### src/rtl/dac_settle_sequencer_if.sv
// Request and serial-driver bus of the DAC settling sequencer.
// The sequencer uses the slave view; the application plus DAC driver use the master view.
interface dac_settle_sequencer_if #(
    parameter int ChanBits  = 1,
    parameter int DataWidth = 10
);
    logic                 req_valid;
    logic [ChanBits-1:0]  req_channel;
    logic [DataWidth-1:0] req_data;
    logic                 req_ready;
    logic                 drv_trigger;
    logic [ChanBits-1:0]  drv_channel;
    logic [DataWidth-1:0] drv_din;
    logic                 drv_busy;

    modport master (
        output req_valid,
        output req_channel,
        output req_data,
        input  req_ready,
        input  drv_trigger,
        input  drv_channel,
        input  drv_din,
        output drv_busy
    );

    modport slave (
        input  req_valid,
        input  req_channel,
        input  req_data,
        output req_ready,
        output drv_trigger,
        output drv_channel,
        output drv_din,
        input  drv_busy
    );
endinterface

### src/rtl/dac_settle_sequencer.sv
// DAC write sequencer: accepts one request, fires a one-cycle trigger to the
// serial DAC driver, follows the driver's busy line, then waits out the analog
// settling interval before flagging the target channel as settled.
module dac_settle_sequencer #(
    parameter int  ClockFreq    = 50_000_000,
    parameter real SettlingTime = 4.5e-6,
    parameter int  NumChannels  = 2,
    parameter int  DataWidth    = 10,
    parameter int  StartTimeout = 8
) (
    input  logic                   clk_50MHZ,
    input  logic                   clear,
    dac_settle_sequencer_if.slave  bus,
    output logic                   busy,
    output logic [NumChannels-1:0] settled,
    output logic                   timeout_err,
    input  logic                   err_clear
);
    localparam int ChanBits     = $clog2(NumChannels);
    // Rounded to the nearest whole clock; the product is always non-negative.
    localparam int SettleClocks = $rtoi(ClockFreq * SettlingTime + 0.5);
    localparam int SettleBits   = (SettleClocks > 0) ? $clog2(SettleClocks + 1) : 1;
    localparam int StartBits    = $clog2(StartTimeout + 1);

    localparam logic [SettleBits-1:0] SettleLoad = SettleBits'(SettleClocks);
    localparam logic [SettleBits-1:0] SettleOne  = SettleBits'(1);
    localparam logic [StartBits-1:0]  StartLoad  = StartBits'(StartTimeout);
    localparam logic [StartBits-1:0]  StartOne   = StartBits'(1);

    typedef enum logic [2:0] {
        IDLE,
        ISSUE,
        WAIT_START,
        WAIT_DONE,
        SETTLE
    } state_t;

    state_t                state_reg, state_next;
    logic [ChanBits-1:0]   chan_reg, chan_next;
    logic [DataWidth-1:0]  din_reg, din_next;
    logic                  trig_reg, trig_next;
    logic [StartBits-1:0]  start_cnt_reg, start_cnt_next;
    logic [SettleBits-1:0] settle_cnt_reg, settle_cnt_next;
    logic                  err_reg, err_next;
    logic                  ready_int;
    logic                  accept;
    logic                  settle_done;

    // A transfer still in the driver (e.g. one started before reset) blocks new requests.
    assign ready_int = (state_reg == IDLE) && !bus.drv_busy;
    assign accept    = ready_int && bus.req_valid;

    assign bus.req_ready   = ready_int;
    assign bus.drv_trigger = trig_reg;
    assign bus.drv_channel = chan_reg;
    assign bus.drv_din     = din_reg;
    assign busy            = (state_reg != IDLE);
    assign timeout_err     = err_reg;

    // State and datapath registers; reset abandons any in-flight sequence.
    always_ff @(posedge clk_50MHZ or posedge clear) begin
        if (clear) begin
            state_reg      <= IDLE;
            chan_reg       <= '0;
            din_reg        <= '0;
            trig_reg       <= 1'b0;
            start_cnt_reg  <= '0;
            settle_cnt_reg <= '0;
            err_reg        <= 1'b0;
        end else begin
            state_reg      <= state_next;
            chan_reg       <= chan_next;
            din_reg        <= din_next;
            trig_reg       <= trig_next;
            start_cnt_reg  <= start_cnt_next;
            settle_cnt_reg <= settle_cnt_next;
            err_reg        <= err_next;
        end
    end

    // Next-state logic: issue, wait for the driver to start and finish, then settle.
    always_comb begin
        state_next      = state_reg;
        chan_next       = chan_reg;
        din_next        = din_reg;
        trig_next       = 1'b0;
        start_cnt_next  = start_cnt_reg;
        settle_cnt_next = settle_cnt_reg;
        err_next        = err_reg;
        settle_done     = 1'b0;

        // A timeout raised below overrides a coincident clear.
        if (err_clear) begin
            err_next = 1'b0;
        end

        case (state_reg)
            IDLE: begin
                if (accept) begin
                    chan_next  = bus.req_channel;
                    din_next   = bus.req_data;
                    trig_next  = 1'b1;
                    state_next = ISSUE;
                end
            end
            ISSUE: begin
                start_cnt_next = StartLoad;
                state_next     = WAIT_START;
            end
            WAIT_START: begin
                if (bus.drv_busy) begin
                    state_next = WAIT_DONE;
                end else if (start_cnt_reg <= StartOne) begin
                    start_cnt_next = '0;
                    err_next       = 1'b1;
                    state_next     = IDLE;
                end else begin
                    start_cnt_next = start_cnt_reg - StartOne;
                end
            end
            WAIT_DONE: begin
                if (!bus.drv_busy) begin
                    if (SettleClocks == 0) begin
                        settle_done = 1'b1;
                        state_next  = IDLE;
                    end else begin
                        settle_cnt_next = SettleLoad;
                        state_next      = SETTLE;
                    end
                end
            end
            SETTLE: begin
                if (settle_cnt_reg <= SettleOne) begin
                    settle_cnt_next = '0;
                    settle_done     = 1'b1;
                    state_next      = IDLE;
                end else begin
                    settle_cnt_next = settle_cnt_reg - SettleOne;
                end
            end
            default: begin
                state_next = IDLE;
            end
        endcase
    end

    for (genvar gi = 0; gi < NumChannels; gi++) begin : g_chan
        logic flag_reg;

        // Per-channel flag: dropped when a write to this channel is accepted, raised when it has settled.
        always_ff @(posedge clk_50MHZ or posedge clear) begin
            if (clear) begin
                flag_reg <= 1'b0;
            end else if (accept && (bus.req_channel == ChanBits'(gi))) begin
                flag_reg <= 1'b0;
            end else if (settle_done && (chan_reg == ChanBits'(gi))) begin
                flag_reg <= 1'b1;
            end
        end

        assign settled[gi] = flag_reg;
    end
endmodule

### src/flat_wrapper.sv
// flat-port wrapper written by rule: the top's interface ports become plain ports
module dac_settle_sequencer_flat 
#(
    parameter int  ClockFreq    = 50_000_000,
    parameter real SettlingTime = 4.5e-6,
    parameter int  NumChannels  = 2,
    parameter int  DataWidth    = 10,
    parameter int  StartTimeout = 8
)
  (clk_50MHZ, clear, busy, settled, timeout_err, err_clear, bus_req_valid, bus_req_channel, bus_req_data, bus_req_ready, bus_drv_trigger, bus_drv_channel, bus_drv_din, bus_drv_busy);
  dac_settle_sequencer_if #(.ChanBits(1), .DataWidth(DataWidth)) bus_i ();
  input  logic clk_50MHZ;
  input  logic clear;
  output logic busy;
  output logic [NumChannels-1:0] settled;
  output logic timeout_err;
  input  logic err_clear;
  input wire logic [$bits(bus_i.req_valid)-1:0] bus_req_valid;
  input wire logic [$bits(bus_i.req_channel)-1:0] bus_req_channel;
  input wire logic [$bits(bus_i.req_data)-1:0] bus_req_data;
  output wire logic [$bits(bus_i.req_ready)-1:0] bus_req_ready;
  output wire logic [$bits(bus_i.drv_trigger)-1:0] bus_drv_trigger;
  output wire logic [$bits(bus_i.drv_channel)-1:0] bus_drv_channel;
  output wire logic [$bits(bus_i.drv_din)-1:0] bus_drv_din;
  input wire logic [$bits(bus_i.drv_busy)-1:0] bus_drv_busy;
  assign bus_i.req_valid = bus_req_valid;
  assign bus_i.req_channel = bus_req_channel;
  assign bus_i.req_data = bus_req_data;
  assign bus_req_ready = bus_i.req_ready;
  assign bus_drv_trigger = bus_i.drv_trigger;
  assign bus_drv_channel = bus_i.drv_channel;
  assign bus_drv_din = bus_i.drv_din;
  assign bus_i.drv_busy = bus_drv_busy;
  dac_settle_sequencer #(.ClockFreq(ClockFreq), .SettlingTime(SettlingTime), .NumChannels(NumChannels), .DataWidth(DataWidth), .StartTimeout(StartTimeout)) u_core (.clk_50MHZ(clk_50MHZ), .clear(clear), .bus(bus_i), .busy(busy), .settled(settled), .timeout_err(timeout_err), .err_clear(err_clear));
endmodule
### config.mk
export PLATFORM = sky130hd
export DESIGN_NAME = dac_settle_sequencer_flat
export DESIGN_NICKNAME = d
export VERILOG_FILES = /design/src/rtl/dac_settle_sequencer_if.sv /design/src/rtl/dac_settle_sequencer.sv /design/src/flat_wrapper.sv
export SDC_FILE = /design/constraint.sdc
export NUM_CORES = 1
export LEC_CHECK = 0
export BUFFER_PORTS_ARGS = -buffer_cell sky130_fd_sc_hd__buf_4
export CORE_ASPECT_RATIO = 0.7
export CORE_MARGIN = 5
export CORE_UTILIZATION = 39
export DETAILED_ROUTE_END_ITERATION = 10
export MAX_ROUTING_LAYER = met4
export PLACE_DENSITY = 0.66
export RECOVER_POWER = 25
export SETUP_SLACK_MARGIN = 0.05
export SLEW_MARGIN = 20
export SYNTH_ARGS = -nofsm -noshare
export SYNTH_HDL_FRONTEND = slang
export SYNTH_SLANG_ARGS = --single-unit
export TNS_END_PERCENT = 50
### constraint.sdc
create_clock -name clk_50MHZ -period 1.6 [get_ports clk_50MHZ]
set_input_delay 0 -clock clk_50MHZ [delete_from_list [all_inputs] [get_ports clk_50MHZ]]
set_output_delay 0 -clock clk_50MHZ [all_outputs]
set_load 0.05 [all_outputs]
* After elaboration in Yosys (flattened, before gate mapping)
Index checks and enable logic that the tools add are counted.
** Storage, ports and cells
- Flip-flop bits (word level) :: 30
- Input bits :: 16
- Output and inout bits :: 17
- Word-level logic and storage cells :: 65
** Cells by class
- Add/sub/neg operators :: 2
- Order comparisons :: 2
- Eq/ne operators :: 9
- Multiplexer cells :: 24
- Bitwise gates (word level) :: 2
- Reduce and logical (&&, ||, !) cells :: 17
** Operators with widths (number)
- 2-to-1 mux 8 bit :: 2
- case mux 8 bit (2 select lines) :: 1
- 2-to-1 mux 3 bit :: 5
- case mux 3 bit (5 select lines) :: 1
- 2-to-1 mux 1 bit :: 12
- less-or-equal comparator 8 x 1 -> 1 bit, second input constant :: 1
- 2-to-1 mux 4 bit :: 2
- case mux 4 bit (2 select lines) :: 1
- nonzero test 2 bit :: 4
- subtractor 8 x 1 -> 8 bit, second input constant :: 1
- equality test 3 x 2 -> 1 bit, second input constant :: 2
- logical AND 1 bit :: 6
- AND reduction 2 bit :: 3
- less-or-equal comparator 4 x 1 -> 1 bit, second input constant :: 1
- != test 2 x 1 -> 1 bit, second input constant :: 2
- != test 2 bit, second input constant :: 2
- AND reduction 4 bit :: 1
- subtractor 4 x 1 -> 4 bit, second input constant :: 1
- equality test 3 x 1 -> 1 bit, second input constant :: 1
- equality test 3 bit, second input constant :: 1
- logical NOT 3 bit :: 1
- != test 3 x 2 -> 1 bit, second input constant :: 1
- nonzero test 3 bit :: 1
- inverter 1 bit :: 2
- logical NOT 1 bit :: 1

* Logic depth before layout (Yosys ltp)
- Word-level depth :: 6
- Gate-level depth with buffers :: 5

* Worst setup path after synthesis
No wires, ideal clock.
- Path type :: register to register
- From :: reg u_core.state_reg[2]
- To :: reg u_core.din_reg[0] (netlist: u_core.bus.drv_din[0])
- Data arrival time :: 2.210 ns
- Path slack :: -0.735 ns
- Cell stages (with the launch flop) :: 5
- Path buffers :: 1
- Clock period less this slack :: 2.335 ns
- Cells stage by stage :: dfrtp_1 > nor4_2 > nand2_1 > buf_2 > mux2_2
** Between the ends
- Longest elaborated chain between the ends :: 4
** RTL lines
- from (decl) :: RTL line dac_settle_sequencer.sv:38 : state_t state_reg, state_next;
- from (signal assigned) :: RTL line dac_settle_sequencer.sv:71 : state_reg <= state_next;
- logical NOT 3 bit :: RTL line dac_settle_sequencer.sv:50 : assign ready_int = (state_reg == IDLE) && !bus.drv_busy;
- logical AND 1 bit :: RTL line dac_settle_sequencer.sv:50
- via bus_req_ready :: RTL line flat_wrapper.sv:21 : output wire logic [$bits(bus_i.req_ready)-1:0] bus_req_ready;
- logical AND 1 bit :: RTL line dac_settle_sequencer.sv:51 : assign accept = ready_int && bus.req_valid;
- AND reduction 2 bit (no source line)
- to (signal assigned) :: RTL line dac_settle_sequencer.sv:73 : din_reg <= din_next;
- to (decl) :: RTL line dac_settle_sequencer.sv:40 : logic [DataWidth-1:0] din_reg, din_next;
The timed path passes the listed nets, and every way through them passes these cells.
A chain may end at the register's enable or synchronous reset.

* Worst setup path in the final report
- From :: reg u_core.state_reg[1]
- To :: reg u_core.din_reg[5] (netlist: u_core.bus.drv_din[5])
** Between the ends
- Longest elaborated chain between the ends :: 4
** RTL lines (RTL line)
- logical NOT 3 bit * :: dac_settle_sequencer.sv:50, dac_settle_sequencer.sv:97
- logical AND 1 bit :: dac_settle_sequencer.sv:50
- logical AND 1 bit :: dac_settle_sequencer.sv:51
- AND reduction 2 bit (no source line) *
Every way passes the cells marked *; elsewhere a longest branch is shown, timed or not.

==> flow_metrics.py <==
metrics = {
    "synth": {
        "muxShareOfSynthArea_pct": 10.1,
        "synthCells": 133,
        "synth_edf_count": 0,
        "synth-main-ff-cell": "dfrtp_1",
        "synth-compound-area-share_pct": 14.2,
        "synth.distinct_cells": 43,
        "ys.warnings.count": 0,
        "synth_fa_ha_area_share_pct": 3.28,
        "yosys_register_bits": 30,
        "synth_top_family_by_area": "simple AND/OR/NAND/NOR gates",
        "synth_xor_area_share_pct": 0.574,
        "synth.cell_area_mm2": 0.00153,
        "synthSimpleGateAreaFrac_pct": 17.3,
        "avgSynthCellArea_um2": 11.5,
        "syn_nets": 153,
        "synth_seq_area_share_pct": 49.2,
        "async_flop_share_pct": 100,
    },
    "place": {
        "io_buffers": 32,
        "post-place-cells": 228,
        "hpwlAfterDp_um": 2510,
        "globalplace.congestion": 0.852,
        "pre_cts_slack_ns": 0.0355,
    },
    "cells_and_area": {
        "antenna_cells": 0,
        "nFillCells": 334,
        "drive_above_1_share_pct": 42.4,
        "area_growth_pct": 44.3,
        "num-nets-final": 217,
        "instances_no_fill": 250,
        "fin_util_pct": 57.2,
        "largest_register_ff_count": 10,
    },
    "timing": {
        "max_freq_mhz": 650,
        "final_hold_viol_count": 0,
        "finalSetupViolCount": 0,
        "clock_skew_ns": 0.00612,
        "timing.final.crit_share_pct": 96.2,
        "tightest_slew_ns": 0.734,
        "slew_headroom_pct": 51.1,
        "fin_crit_ns": 1.54,
        "fin_setup_tns_ns": 0,
        "fin_ws_ns": 0.0609,
        "rsz0062_at_grt": "true",
        "slew_viol_final": 0,
    },
    "detailed_routing": {
        "drtIter0Drc": 59,
        "wire_per_inst_um": 14.5,
        "first_pass_iters": 4,
        "routed_wl_um": 3620,
        "vias": 1304,
        "drc": 0,
        "final_antenna_net_count": 0,
        "vias_per_cell": 5.22,
    },
    "critical_path": {
        "r2r-start": "u_core.state_reg[1]",
        "cp-startpoint": "u_core.state_reg[1]",
        "worstPathRequired_ns": 1.77,
        "worstSetupPathType": "reg -> reg",
        "end_kind": "flop",
        "cp_data_arrival_time_ns": 1.71,
        "startpoint_type": "flop",
        "worstPathMaxFanout": 11,
    },
    "clocking": {
        "clk-insertion-delay-late_ns": 0.29,
        "clk_pin_slew_ns": 0.06,
        "clk_path_buf_depth": 2,
        "cts_inserted_buffers": 5,
        "clock_sinks": 30,
        "cts-root-buf": "clkbuf_8",
        "tritoncts": "done",
        "h-tree-depth": 2,
    },
    "grt": {
        "grt_max_degree": 31,
        "grt_pass1_wl_um": 6040,
        "antenna_found_initial": 0,
        "overflow": 0,
        "grt_pass1_vias": 1322,
        "grt_usage_pct": 14.7,
    },
    "hold_path": {
        "min_from": "err_clear",
        "hold_path.class": "in -> reg",
    },
    "floorplanning": {
        "io_pins": 33,
        "dieArea_mm2": 0.00529,
        "row_count": 19,
        "die_h_um": 62.3,
        "die_x_um": 84.8,
        "core_mm2": 0.00385,
        "initial_core_util_pct": 39.6,
    },
    "power_and_ir_drop": {
        "power_density_mw_per_mm2": 1930,
        "p_comb_share_pct": 55.7,
        "seq_power_share_pct": 29.1,
        "power_leakage_nw": 0.993,
        "p_sw_mw": 1.90,
        "intPower_mw": 2.36,
        "p_sw_share_pct": 44.5,
        "clock_power_share_pct": 15.2,
        "peakVddDrop_v": 0.00128,
    },
    "run_status": {
        "status": "complete, no violations",
    },
    "flow_run": {
        "max_cap_violations": 0,
    },
}
-- metal layers --
metal / routed length [µm] / share of wire [%] / GRT usage, %
met5: 0 / 0 / -
met4: 50 / 1.4 / 5.14
met3: 213 / 5.9 / 5.15
met2: 1750 / 48 / 22.7
met1: 1610 / 44 / 17.8
-- logic make-up (layout without fill, tap and decap cells) --
| logic type | count (synthesis) | in the layout |
|---|---|---|
| and+or+nand+nor | 38 | 39 |
| DFF | 30 | 30 |
| AOI/OAI and AO/OA | 28 | 28 |
| buffers and inverters | 18 | 82 |
| muxes | 14 | 14 |
| adders and majority gates | 4 | 4 |
| xor gates and xnor gates | 1 | 1 |
-- power groups by stage --
stage | combinational [mW] | sequential [mW] | clock [mW]
5_1_grt | 2.55 | 1.28 | 0.697
4_1_cts | 2.27 | 1.23 | 0.669
2_1_floorplan | 0.986 | 1.78 | 0
6_report | 2.37 | 1.24 | 0.645
3_3_place_gp | 2.19 | 1.22 | 0
3_5_place_dp | 2.24 | 1.23 | 0
-- critical path: stages, from the launching register on --
cell and delay, ns:
dfrtp_1 0.39, buf_6 0.15, nor4_4 0.31, buf_4 0.20, nand2_8 0.07, mux2_4 0.30
-- path summary, 6_finish.rpt --
kind                       slack, ns  depth (start not counted)                       end
max                             0.06                          5     u_core.bus.drv_din[5]
min                             0.02                          3        u_core.timeout_err
max reg2reg                     0.06                          5     u_core.bus.drv_din[5]
min reg2reg                     0.51                          1        u_core.timeout_err
max in group asynchronous       0.64                          4     u_core.bus.drv_din[4]
min in group asynchronous       0.49                          4  u_core.settle_cnt_reg[1]
-- cells in the mapped netlist, drive strengths merged (4+ instances only) --
| cell type | number | area share, % |
|---|---|---|
| inv | 12 | 3.0 |
| nor3 | 5 | 1.6 |
| a31oi | 4 | 1.6 |
| dfrtp | 30 | 49 |
| nand3 | 4 | 1.3 |
| buf | 6 | 2.5 |
| ha | 4 | 3.3 |
| nor2 | 8 | 2.0 |
| mux2 | 11 | 8.1 |
-- final cells by class --
class	instances	area (µm²)	area share, %
clock inverter	2	12.5	0.568
timing repair buffer	62	504	22.9
clock buffer	6	82.6	3.75
sequential	30	751	34.1
multi-input combinational	86	743	33.7
inverter	12	45.0	2.04
tap	52	65.1	2.95
-- metrics by stage --
step / total power [mW] / instance area [µm²] / hold WS (ns)
after floorplan: 2.76 / 1540 / 0.0735
after global placement: 3.41 / 1930 / 0.0969
after detailed placement: 3.47 / 1930 / 0.119
after CTS: 4.17 / 2150 / 0.0108
after global routing: 4.53 / 2200 / 0.0299
final: 4.26 / 2200 / 0.0197
-- cell usage in the layout, fill, tap and decap left out, types with 2 or more instances in the layout --
cell           netlist  final
nand3_1              4      4
a31oi_1              4      4
buf_4                3     45
mux2_4               0      2
nor4_4               1      2
nor4bb_1             2      2
dlygate4sd3_1        0     12
nor2_1               8      7
mux2i_1              3      3
buf_6                0      3
a21oi_1              3      2
or3_1                3      2
mux2_2              11      9
inv_1               12     12
o31ai_1              3      3
o2bb2ai_1            3      3
ha_1                 4      4
nor3_1               5      5
nand2b_1             2      2
nand2_1              3      2
a22o_1               2      2
dfrtp_1             30     30
clkbuf_8             0      6
or3b_2               2      2
-- what timing repair did --
item	CTS	global route
setup buffers	0	1
hold endpoints to repair	41	0
pin swaps	0	1
endpoints found under the setup margin	3	22
gates cloned	0	1
gates resized for setup	1	9
hold buffers	12	0
No activity file was read; power rests on OpenSTA's default activity.
